File: config.mk
export PLATFORM = sky130hd
export DESIGN_NAME = pipeline_hazard_ctrl
export DESIGN_NICKNAME = d
export VERILOG_FILES = /design/src/rtl/pipe_ctrl_pkg.sv /design/src/rtl/pipe_scoreboard.sv /design/src/rtl/pipeline_hazard_ctrl.sv
export SDC_FILE = /design/constraint.sdc
export NUM_CORES = 1
export LEC_CHECK = 0
export ABC_AREA = 1
export CAP_MARGIN = 20
export CORE_MARGIN = 4
export CORE_UTILIZATION = 55
export DETAILED_ROUTE_END_ITERATION = 6
export PLACE_DENSITY = 0.82
export SYNTH_ARGS = -nofsm -noshare
export SYNTH_HDL_FRONTEND = slang
export SYNTH_SLANG_ARGS = --single-unit
File: constraint.sdc
create_clock -name CLK -period 5.2 [get_ports CLK]
set_clock_uncertainty 0.1 [all_clocks]
set_input_delay 1.04 -clock CLK [delete_from_list [all_inputs] [get_ports CLK]]
set_output_delay 1.04 -clock CLK [all_outputs]
set_load 0.005 [all_outputs]
File: src/rtl/pipe_ctrl_pkg.sv
// Shared types and constants for the decode-stage issue controller.
// Optional bypass support is selected with the PIPE_FWD_EN macro.
package pipe_ctrl_pkg;

    localparam int unsigned DEF_NREG = 8;
    localparam int unsigned DEF_AW   = $clog2(DEF_NREG);

    typedef enum logic [1:0] {
        RUN   = 2'd0,
        STALL = 2'd1,
        FLUSH = 2'd2
    } state_t;

    // Bits needed to hold a down-counter that starts at max_val.
    function automatic int unsigned cnt_width(input int unsigned max_val);
        return (max_val < 2) ? 1 : $clog2(max_val + 1);
    endfunction

endpackage

File: src/rtl/pipe_scoreboard.sv
// Per-register countdown scoreboard with RAW/WAW/SP hazard detection.
// PIPE_FWD_EN: sources one cycle from write-back are bypassed instead of stalled.
module pipe_scoreboard
    import pipe_ctrl_pkg::*;
#(
    parameter  int unsigned NREG       = DEF_NREG,
    parameter  int unsigned WB_LATENCY = 3,
    localparam int unsigned AW         = $clog2(NREG),
    localparam int unsigned CW         = cnt_width(WB_LATENCY)
)(
    input  logic          CLK,
    input  logic          RST,
    input  logic          issue,
    input  logic [AW-1:0] srcA,
    input  logic          srcA_use,
    input  logic [AW-1:0] srcB,
    input  logic          srcB_use,
    input  logic [AW-1:0] writeAd,
    input  logic          write,
    input  logic          SPR_use,
    output logic          hazard,
    output logic          fwdA_cand,
    output logic          fwdB_cand
);

    // The issue cycle is the first of WB_LATENCY, so the counter holds the
    // number of further cycles a consumer must wait.
    localparam logic [CW-1:0] LOAD = CW'(WB_LATENCY - 1);
    localparam logic [CW-1:0] ONE  = CW'(1);

    logic [CW-1:0] cnt [NREG];
    logic [CW-1:0] sp_cnt;

    always_ff @(posedge CLK or posedge RST) begin
        if (RST) begin
            for (int unsigned r = 0; r < NREG; r++) begin
                cnt[r] <= '0;
            end
            sp_cnt <= '0;
        end else begin
            for (int unsigned r = 0; r < NREG; r++) begin
                if (issue && write && (writeAd == AW'(r))) begin
                    cnt[r] <= LOAD;
                end else if (cnt[r] != '0) begin
                    cnt[r] <= cnt[r] - ONE;
                end
            end
            if (issue && SPR_use) begin
                sp_cnt <= LOAD;
            end else if (sp_cnt != '0) begin
                sp_cnt <= sp_cnt - ONE;
            end
        end
    end

    logic a_busy;
    logic b_busy;
    logic waw_busy;
    logic sp_busy;

    always_comb begin
        a_busy    = 1'b0;
        b_busy    = 1'b0;
        fwdA_cand = 1'b0;
        fwdB_cand = 1'b0;
`ifdef PIPE_FWD_EN
        a_busy    = srcA_use && (cnt[srcA] > ONE);
        b_busy    = srcB_use && (cnt[srcB] > ONE);
        fwdA_cand = srcA_use && (cnt[srcA] == ONE);
        fwdB_cand = srcB_use && (cnt[srcB] == ONE);
`else
        a_busy    = srcA_use && (cnt[srcA] != '0);
        b_busy    = srcB_use && (cnt[srcB] != '0);
`endif
        waw_busy  = write && (cnt[writeAd] != '0);
        sp_busy   = SPR_use && (sp_cnt != '0);
        hazard    = a_busy || b_busy || waw_busy || sp_busy;
    end

endmodule

File: src/rtl/pipeline_hazard_ctrl.sv
// Decode-stage issue controller: stall/bubble/flush enables for the pipeline registers.
// Build with PIPE_FWD_EN defined to enable source bypass from the last write-back cycle.
module pipeline_hazard_ctrl
    import pipe_ctrl_pkg::*;
#(
    parameter  int unsigned NREG         = DEF_NREG,
    parameter  int unsigned WB_LATENCY   = 3,
    parameter  int unsigned FLUSH_CYCLES = 2,
    localparam int unsigned AW           = $clog2(NREG)
)(
    input  logic          CLK,
    input  logic          RST,
    input  logic          issue_valid_IN,
    input  logic [AW-1:0] srcA_IN,
    input  logic          srcA_use_IN,
    input  logic [AW-1:0] srcB_IN,
    input  logic          srcB_use_IN,
    input  logic [AW-1:0] writeAd_IN,
    input  logic          write_IN,
    input  logic          SPR_use_IN,
    input  logic          PC_load_IN,
    output logic          issue_OUT,
    output logic          stall_OUT,
    output logic          bubble_OUT,
    output logic          flush_OUT,
    output logic          fwdA_OUT,
    output logic          fwdB_OUT
);

    localparam int unsigned   FW         = cnt_width(FLUSH_CYCLES);
    localparam logic [FW-1:0] FLUSH_LOAD = FW'(FLUSH_CYCLES - 1);

    state_t        state;
    state_t        state_n;
    logic [FW-1:0] fcnt;
    logic [FW-1:0] fcnt_n;

    logic hazard;
    logic fwdA_cand;
    logic fwdB_cand;

    pipe_scoreboard #(
        .NREG       (NREG),
        .WB_LATENCY (WB_LATENCY)
    ) u_scoreboard (
        .CLK       (CLK),
        .RST       (RST),
        .issue     (issue_OUT),
        .srcA      (srcA_IN),
        .srcA_use  (srcA_use_IN),
        .srcB      (srcB_IN),
        .srcB_use  (srcB_use_IN),
        .writeAd   (writeAd_IN),
        .write     (write_IN),
        .SPR_use   (SPR_use_IN),
        .hazard    (hazard),
        .fwdA_cand (fwdA_cand),
        .fwdB_cand (fwdB_cand)
    );

    always_ff @(posedge CLK or posedge RST) begin
        if (RST) begin
            state <= RUN;
            fcnt  <= '0;
        end else begin
            state <= state_n;
            fcnt  <= fcnt_n;
        end
    end

    always_comb begin
        state_n = state;
        fcnt_n  = fcnt;
        if (PC_load_IN) begin
            state_n = FLUSH;
            fcnt_n  = FLUSH_LOAD;
        end else begin
            unique case (state)
                RUN: begin
                    if (issue_valid_IN && hazard) state_n = STALL;
                end
                STALL: begin
                    if (!hazard || !issue_valid_IN) state_n = RUN;
                end
                FLUSH: begin
                    if (fcnt == '0) state_n = RUN;
                    else            fcnt_n  = fcnt - FW'(1);
                end
                default: state_n = RUN;
            endcase
        end
    end

    // Outputs are forced low while reset is held, independent of state.
    always_comb begin
        flush_OUT  = !RST && (PC_load_IN || (state == FLUSH));
        issue_OUT  = !RST && issue_valid_IN && !hazard && !flush_OUT;
        stall_OUT  = !RST && issue_valid_IN &&  hazard && !flush_OUT;
        bubble_OUT = !RST && !issue_OUT;
        fwdA_OUT   = issue_OUT && fwdA_cand;
        fwdB_OUT   = issue_OUT && fwdB_cand;
    end

endmodule

==> summary.txt, run 1 <==
Critical path
  • CP Data Arrival Time: 2900 ps
  • Largest stage delay, worst path: 540 ps
  • Worst Setup Path Type: in -> out
  • CP most frequent cell: nand2_1
  • Critical path's top delay family: buffers and inverters
  • Register-to-register setup slack: 3430 ps
  • Kind of launch point of the worst setup path: input pin
  • Cell depth of the worst flop-to-flop path: 10
  • CP Max Fanout: 4
  • R2r startpoint: u_scoreboard.cnt[3]$_DFFE_PP0P_
  • Type of destination of the critical path: output port
  • Worst path cell trace: clkdlybuf4s50_1 -> nand2_1 -> inv_1 -> nand2_1 -> nand2_1 -> nor2_1 -> nand2_1 -> nand3_2 -> nand2_4 -> nor3_1 -> clkdlybuf4s50_1
  • Worst path slowest cell: clkdlybuf4s50_1
  • R2R Path End: u_scoreboard.cnt[10]$_DFFE_PP0P_
  • Data required time of the worst path: 4060 ps
  • Count of buffer and inverter cells on the critical path: 3

Power
  • Power per standard cell area: 509 mW/mm2
  • Static Leakage: 0.984 nW
  • Maximum ir drop on the vdd rail: 426 uV

GRT
  • Maximum number of pins on one net before global-route repair: 24
  • Vias in the first global route: 1220
  • Wire length of the first global-routing pass: 5000 um
  • Overall fraction of global-route tracks in use: 17.6%
  • Antenna violations before repair: 0
  • Total gr overflow: 0

Placement
  • Placed Instance Area: 0.00183 mm2
  • Worst setup slack before clock tree synthesis: 1140 ps
  • Weighted congestion reported at the end of routability-driven placement: 0.868
  • HPWL Detailed: 2450 um
  • I/O Buffers: 20

Drt
  • Vias after detailed routing: 1359
  • 1st-iter DRT viols: 42
  • Post-DRT Antenna Nets: 0
  • Total Routed Length: 3020 um
  • Detail-routed via count per cell: 4.96
  • Average wire per cell in the routed design: 11.0 um
  • Detailed-route DRC error count: 0
  • TritonRoute pass-1 iters: 6

Hold path
  • Tightest Hold Check Type: reg -> reg
  • Min-Delay Startpoint: state[1]$_DFFE_PP0P_
  • Worst Hold Endpoint: state[0]$_DFFE_PP0P_
  • Number of stages on the worst hold path: 1

Outcome
  • Run status: completed

Clock tree
  • Post-CTS setup buffer count: 0
  • Number of buffers inserted by hold repair at cts: 0
  • Bufs on Longest Clock Path: 2
  • TritonCTS clock tree: built
  • Clock root buffer: clkbuf_4
  • Number of buffers added by the clock tree synthesis step: 3
  • Resize count post-CTS: 0
  • Clock tree sinks: 22
  • Clock latency reported for the late side of the worst-skew pair: 300 ps
  • Clk slew on worst S/H paths: 120 ps
  • H-Tree Level Count: 1

Timing
  • Number of failing hold endpoints at the final stage: 0
  • Post-route worst setup slack: 1160 ps
  • Final worst path period need: 4040 ps
  • Setup violators final: 0
  • Final clock period utilization by the worst path: 77.6%
  • Setup total negative slack: 0 ps
  • RSZ-0062 raised after global routing: no
  • Final max-slew violation count: 0
  • Worst hold margin: 364 ps
  • Timing-limited maximum frequency: 248 MHz

Floorplanning
  • Chip width: 61.9 um
  • Starting Density: 58.0%
  • Number of placement rows: 19
  • Area of the die: 0.00383 mm2
  • Core area: 0.00276 mm2
  • IO Count: 23
  • Overall die height: 61.9 um

Job
  • Max-cap viol count: 0

Synthesis
  • Yosys warns: 0
  • Gate count of the mapped netlist: 221
  • Netlist area before placement: 0.00160 mm2
  • Post-synthesis cell type count: 24
  • Synthesized area per cell: 7.24 um2
  • Sequential share of the synthesized area: 34.4%
  • Flip-flop and latch count after synthesis: 22

Layout
  • Utilization after layout: 67.1%
  • Leading cell types in the layout, fill and taps excluded: nand2_1, inv_1, nor2_1
  • Cell area after layout: 0.00185 mm2
  • Fraction of final layout cells sized beyond drive strength 1: 8.23%
  • Layout net count: 272
  • Total of fill cells in the finished design: 249
  • Area delta synth->final: 15.6%
  • # diodes: 0
==> state kept, by name (all words and copies together) (netlist names) <==
| signal | flops |
|---|---|
| u_scoreboard.cnt | 16 |
| state | 2 |
| u_scoreboard.sp_cnt | 2 |
| fcnt | 2 |
==> cell families (layout without fill, tap and decap cells) <==
family | after synthesis | after routing | synth area share, %
adder cells (fa/ha/maj) | 10 | 10 | 7.82
flip-flops | 22 | 22 | 34.4
AND/OR/NAND/NOR | 119 | 119 | 37.0
XOR/XNOR | 8 | 8 | 4.38
AO/OA/AOI/OAI | 13 | 13 | 4.15
buffers and inverters | 48 | 69 | 12.0
other | 1 | 2 | 0.235
==> area by class of cell <==
type | instances | area, um2 | area share (%)
clock buffer | 3 | 22.5 | 1.22
multi-input combinational | 152 | 861 | 46.5
sequential | 22 | 551 | 29.8
inverter | 45 | 169 | 9.13
timing repair buffer | 21 | 208 | 11.2
tap | 31 | 38.8 | 2.10
==> layer usage <==
| metal | up-vias | part of all wire (%) | GRT usage (%) |
|---|---|---|---|
| met1 | 611 | 46 | 22.6 |
| met4 | 0 | 0.89 | 7.27 |
| met2 | 22 | 50 | 29.9 |
| met5 | - | 0 | 0 |
| li1 | 722 | - | - |
| met3 | 4 | 3.5 | 2.27 |
==> stage by stage <==
stage                     cells  power [W]
final                       274   0.000941
after global routing        274    0.00105
after CTS                   274   0.000955
after detailed placement    271   0.000873
after global placement      271   0.000843
after floorplan             222   0.000757
==> Yosys cell counts (all sizes together) <==
| library cell | n | share of area, % |
|---|---|---|
| buf | 3 | 1.4 |
| ha | 10 | 7.8 |
| nor2 | 41 | 12 |
| a21oi | 8 | 2.5 |
| o21ai | 4 | 1.3 |
| nand2 | 48 | 13 |
| clkinv | 1 | 0.23 |
| nand3b | 2 | 0.94 |
| nand3 | 17 | 7.0 |
| conb | 1 | 0.23 |
| dfrtp | 22 | 34 |
| nand4 | 8 | 3.1 |
| nor4 | 1 | 0.39 |
| o22ai | 1 | 0.39 |
| nor3 | 2 | 0.63 |
| xnor2 | 8 | 4.4 |
| inv | 44 | 10 |
==> report_power, final <==
group / internal [W] / total [W] / switching, W
clock: 0.0000270 / 0.0000763 / 0.0000492
combinational: 0.000236 / 0.000533 / 0.000297
sequential: 0.000260 / 0.000331 / 0.0000714
total: 0.000523 / 0.000941 / 0.000418
==> how the worst max path moves through the flow <==
stage | to | cells after the start | startpoint
after floorplan | bubble_OUT | 4 | RST
after global placement | issue_OUT | 11 | writeAd_IN[0]
after detailed placement | issue_OUT | 11 | writeAd_IN[0]
after CTS | issue_OUT | 11 | writeAd_IN[0]
after global routing | issue_OUT | 11 | writeAd_IN[0]
final | issue_OUT | 11 | writeAd_IN[1]
Power figures use the tool's default switching activity.
==> run 2: changes to the inputs <==
- CORE_UTILIZATION: 55 -> 54
- PLACE_DENSITY: 0.82 -> 0.8
- clock period: 5.2 -> 4.2 ns (I/O delays scaled with it)
==> run 2 against run 1 <==
  * Register-to-register slack got worse by 1100 ps
  * Worst setup slack lost 680 ps
  * Critical path depth did not move
  * First-iteration DRC count grew 9.5%
  * Worst hold slack got worse by 25 ps
  * Power grew 26%
  * Sequential power increased by 24%
  * Count of clock-buffer cells in the layout rose by 1
  * Routed wire length is 1.4% higher
  * Flip-flop and latch count stayed put
  * Core utilization fell by 0.078 points
  * Largest power group unchanged
==> summary.txt, run 2 (synthesis results as in run 1) <==
Drt
  • Detail-routed via count per cell: 5.03 (+1.5%)
  • Post-DRT Antenna Nets: 0 (unchanged)
  • Total Routed Length: 3060 um (+1.4%)
  • Routed wl met3: 118 um (+12%)
  • Detailed-routing wirelength on met1: 1390 um (+0.36%)
  • Total met2 wirelength after detailed routing: 1510 um (+0.67%)
  • TritonRoute pass-1 iters: 4 (-2)
  • Average wire per cell in the routed design: 11.1 um (+1.1%)
  • Vias after detailed routing: 1384 (+1.8%)
  • Detailed-route DRC error count: 0 (unchanged)
  • Top layer in use: met4
  • 1st-iter DRT viols: 46 (+9.5%)

Layout
  • Leading cell types in the layout, fill and taps excluded: nand2_1, inv_1, nor2_1
  • Area taken by multi-input logic gates: 861 um2 (unchanged)
  • # diodes: 0 (unchanged)
  • Reg area: 551 um2 (unchanged)
  • Layout net count: 272 (unchanged)
  • Area delta synth->final: 16.5%
  • Top reg by flops: u_scoreboard.cnt
  • Cell area after layout: 0.00186 mm2 (+0.74%)
  • Final std cells w/o fill: 275 (+0.36%)
  • Total of fill cells in the finished design: 249 (unchanged)
  • Max reg flops: 16 (unchanged)
  • Fraction of final layout cells sized beyond drive strength 1: 8.61% (+0.38 points)

Timing
  • Setup total negative slack: 0 ps (unchanged)
  • Timing-limited maximum frequency: 269 MHz
  • Setup violators final: 0 (unchanged)
  • Final clock period utilization by the worst path: 88.4%
  • RSZ-0062 raised after global routing: no
  • Number of failing hold endpoints at the final stage: 0 (unchanged)
  • Final max-slew violation count: 0 (unchanged)
  • Post-route worst setup slack: 486 ps (-677 ps)
  • Final worst path period need: 3710 ps

Outcome
  • Run status: completed

Hold path
  • Number of stages on the worst hold path: 1 (unchanged)
  • Tightest Hold Check Type: reg -> reg

Clock tree
  • Clock latency reported for the late side of the worst-skew pair: 310 ps (about the same)
  • Resize count post-CTS: 0 (unchanged)
  • Bufs on Longest Clock Path: 2 (unchanged)
  • Number of buffers added by the clock tree synthesis step: 3 (unchanged)
  • H-Tree Level Count: 1 (unchanged)
  • Post-CTS setup buffer count: 0 (unchanged)
  • Clock tree sinks: 22 (unchanged)
  • Clk slew on worst S/H paths: 120 ps (about the same)
  • Clock root buffer: clkbuf_4
  • TritonCTS clock tree: built
  • Number of buffers inserted by hold repair at cts: 0 (unchanged)

Power
  • Power per standard cell area: 637 mW/mm2 (+25%)
  • Maximum ir drop on the vdd rail: 414 uV (-2.8%)
  • Static Leakage: 0.992 nW (+0.73%)
  • Total power of the final layout: 0.00119 W (+26%)

Floorplanning
  • IO Count: 23 (unchanged)
  • Overall die height: 62.4 um (+0.80%)
  • Number of placement rows: 19 (unchanged)
  • Area of the die: 0.00390 mm2 (+1.6%)
  • Starting Density: 57.5% (-0.50 points)
  • Core area: 0.00278 mm2 (+0.86%)
  • Chip width: 62.4 um (+0.80%)

Placement
  • Weighted congestion reported at the end of routability-driven placement: 0.847 (-2.5%)
  • Worst setup slack before clock tree synthesis: 504 ps (-641 ps)
  • HPWL Detailed: 2480 um (+1.2%)
  • Placed Cells: 271 (unchanged)
  • Placed Instance Area: 0.00183 mm2 (unchanged)
  • I/O Buffers: 20 (unchanged)

GRT
  • Wire length of the first global-routing pass: 5680 um (+14%)
  • Antenna violations before repair: 0 (unchanged)
  • Maximum number of pins on one net before global-route repair: 23 (-4.2%)
  • Vias in the first global route: 1405 (+15%)
  • Overall fraction of global-route tracks in use: 17.5% (-0.15 points)
  • Total gr overflow: 0 (unchanged)

Critical path
  • Kind of launch point of the worst setup path: input pin
  • Critical Path Sink: issue_OUT
  • CP Max Fanout: 4 (unchanged)
  • Type of destination of the critical path: output port
  • Register-to-register setup slack: 2380 ps (-1050 ps)
  • R2R Path End: u_scoreboard.cnt[10]$_DFFE_PP0P_
  • CP Data Arrival Time: 2770 ps (-130 ps)
  • Setup crit start: writeAd_IN[0]
  • Worst Setup Path Type: in -> out
  • R2r startpoint: u_scoreboard.cnt[3]$_DFFE_PP0P_
  • Data required time of the worst path: 3260 ps (-800 ps)
  • Cell depth of the worst flop-to-flop path: 10 (unchanged)

Job
  • Max-cap viol count: 0 (unchanged)
-- run 2: metrics by stage --
step | hold slack (ps) | util [%]
global route | 364 | 67.0
CTS | 343 | 67.0
floorplan | 309 | -
global placement | 324 | 65.7
detailed placement | 325 | 65.7
finish | 339 | 67.0
-- run 2: per-layer routing --
| layer | track usage, % | up-vias |
|---|---|---|
| li1 | - | 725 |
| met1 | 21.5 | 627 |
| met2 | 30.7 | 27 |
| met3 | 1.98 | 5 |
| met4 | 7.16 | 0 |
| met5 | 0 | - |
-- run 2: worst min-delay path by stage --
stage,endpoint,start,slack (ps)
floorplan,state[0]$_DFFE_PP0P_,state[1]$_DFFE_PP0P_,310
detailed placement,state[0]$_DFFE_PP0P_,state[1]$_DFFE_PP0P_,330
global placement,state[0]$_DFFE_PP0P_,state[1]$_DFFE_PP0P_,320
CTS,state[0]$_DFFE_PP0P_,state[1]$_DFFE_PP0P_,340
global route,state[0]$_DFFE_PP0P_,state[1]$_DFFE_PP0P_,360
finish,state[0]$_DFFE_PP0P_,state[1]$_DFFE_PP0P_,340
-- run 2: critical path, cell delays in order --
cell and delay, ps:
clkdlybuf4s50_1 470, nand2_1 160, inv_1 50, nand2_1 60, nand2_1 40, nor2_1 80
nand2_1 80, nand3_2 90, nand2_4 80, nor3_1 250, clkdlybuf4s50_1 560
-- run 2: power by group --
group / total (W) / switching [W] / internal, W
clock network: 0.000118 / 0.0000650 / 0.0000530
registers: 0.000410 / 0.0000877 / 0.000322
logic: 0.000659 / 0.000366 / 0.000293
-- run 2: layout make-up --
type                       instances  area share (%)
tap                               31            2.08
multi-input combinational        152            46.2
inverter                          45            9.07
sequential                        22            29.5
clock buffer                       4            1.95
timing repair buffer              21            11.1
==> run 3: changes to the inputs <==
- CTS_CLUSTER_SIZE: default -> 10
==> results of run 3 <==
Same layout as run 2: the final DEF is identical, and so are final timing and power.
==> patch (flow settings as in run 1) <==
Add a define of `PIPE_FWD_EN`.
--- a/src/rtl/pipe_scoreboard.sv
+++ b/src/rtl/pipe_scoreboard.sv
@@ -1,5 +1,7 @@
 // Per-register countdown scoreboard with RAW/WAW/SP hazard detection.
 // PIPE_FWD_EN: sources one cycle from write-back are bypassed instead of stalled.
+`define PIPE_FWD_EN
+
 module pipe_scoreboard
     import pipe_ctrl_pkg::*;
 #(
Function: changed (Yosys sat finds a counterexample within 4 cycles, from zero or initial values and one cycle with RST high).
==> patch against run 1 <==
  * Final area is 5.9% higher
  * Sequential cell count stayed put
  * Synthesized area up 3.8%
  * Via count up 20%
  * Setup slack worse by 470 ps
  * Largest power group unchanged
  * Power rose by 5.1%
  * Clock power up 70%
  * Routed wire length grew 25%
==> patch: results (changes against run 1) <==
| Metric | Value |
|---|---|
| Result of the run | `completed` |
| Count of cells resized by post-cts repair | `0 (unchanged)` |
| Count of H-tree levels built during CTS | `1 (unchanged)` |
| Sw frac | `43.4% (-0.99 points)` |
| Xor-xnor portion of the synthesized cell area | `4.22% (-0.16 points)` |
| Largest net degree at the start of global routing | `23 (-4.2%)` |
| Area Overhead vs Synth | `17.9%` |
| Reported clock group power | `130 uW (+70%)` |
| Final net count | `298 (+9.6%)` |
| DRT Pass-1 Iters | `4 (-2)` |
| Most frequent cells after synthesis | `sky130_fd_sc_hd__nand2_1, sky130_fd_sc_hd__nor2_1, sky130_fd_sc_hd__inv_1, sky130_fd_sc_hd__dfrtp_1, sky130_fd_sc_hd__nand3_1` |
| Launch instance of the worst register-to-register path | `u_scoreboard.cnt[1]` |
| Number of port buffers | `22 (+10%)` |
| Aggregate global-route resource usage | `20.2% (+2.5 points)` |
| Multiplexer share of the synthesized area | `0% (unchanged)` |
| Insertion delay to the later sink of the worst-skew pair | `310 ps` |
| Number of diodes | `0 (unchanged)` |
| Iteration-0 DRC Markers | `106 (+150%)` |
| Final weighted congestion of routability-driven global placement | `0.875 (+0.75%)` |
| Instance area after placement | `1910 sq um (+4.3%)` |
| Number of filler cells placed in the layout | `255 (+2.4%)` |
| Fraction of layout instances using a drive strength above 1 | `5.56% (-2.7 points)` |
| Netlist cell types | `20 (-17%)` |
| Sequential power | `331 uW (about the same)` |
| Register area share after synthesis | `33.2% (-1.3 points)` |
| Largest cells by area after synthesis | `sky130_fd_sc_hd__dfrtp_1, sky130_fd_sc_hd__nand2_1, sky130_fd_sc_hd__nor2_1, sky130_fd_sc_hd__inv_1, sky130_fd_sc_hd__ha_1` |
| Biggest fanout along the worst timing path | `11 (+7)` |
| Crit. Startpoint | `srcB_IN[0]` |
| DPL Wire Length | `3.03 mm (+24%)` |
| Number of global-route vias before repair | `1515 (+24%)` |
| Maximum vdd drop | `309 uV (-27%)` |
| Worst slack after detailed placement | `747 ps (-397 ps)` |
| Arr. time, crit path | `3370 ps (+470 ps)` |
| Post-detailed-route wirelength per cell | `12.5 microns (+14%)` |
| Area fraction in compound gates after synthesis | `11.1% (+6.9 points)` |
| Total number of vias | `1634 (+20%)` |
| Top register by number of flip-flops | `u_scoreboard.cnt` |
| Adder-cell area share of the yosys netlist | `7.54% (-0.29 points)` |
| Kind of cell adding the most delay to the critical path | `buffers and inverters` |
| First-pass GRT wire length | `6.52 mm (+31%)` |
| Leakage power figure | `1.02 nW (+3.6%)` |
## patch: cell types whose count changed after synthesis, sizes merged
cell / change
nand4: +1
nand2: +5
conb: -1
o211ai: +5
nand3: +5
a21oi: +7
nand3b: -2
o21ai: +9
nor2: -1
nor4: -1
inv: -2
## patch: path summary, 6_finish.rpt
check,depth (start not counted),endpoint,slack [ps]
max,13,fwdB_OUT,690
min,1,state[0],370
max reg2reg,12,u_scoreboard.cnt[12],3390
min reg2reg,1,state[0],370
max in group asynchronous,3,u_scoreboard.cnt[5],3730
min in group asynchronous,3,u_scoreboard.cnt[8],1040
## patch: metal layers
layer	part of all wire [%]	GRT usage, %	vias up
met5	0	0	-
met4	2.0	6.89	0
met3	6.4	1.98	12
met2	45	32.3	54
met1	47	28.2	730
li1	-	-	838
## patch: through the flow
step           hold WS [ps]  std cells  power [mW]
6_report                372        301       0.989
2_1_floorplan           332        246       0.737
5_1_grt                 412        301        1.10
3_5_place_dp            357        297       0.858
3_3_place_gp            354        297       0.838
4_1_cts                 377        301       0.990
## patch: logic make-up (layout without fill, tap and decap cells)
logic type	after synthesis	in the layout
and+or+nand+nor	126	126
AOI/OAI and AO/OA	34	34
adders and majority gates	10	10
xor gates and xnor gates	8	8
buffers and inverters	46	70
DFF	22	22
## patch: layout make-up
class / count / area, sq um / share of cell area, %
Clock buffer: 3 / 22.5 / 1.15
Clock inverter: 1 / 30.0 / 1.53
Timing Repair Buffer: 23 / 228 / 11.6
Multi-Input combinational cell: 178 / 927 / 47.3
Inverter: 43 / 161 / 8.24
Tap cell: 31 / 38.8 / 1.98
Sequential cell: 22 / 551 / 28.1
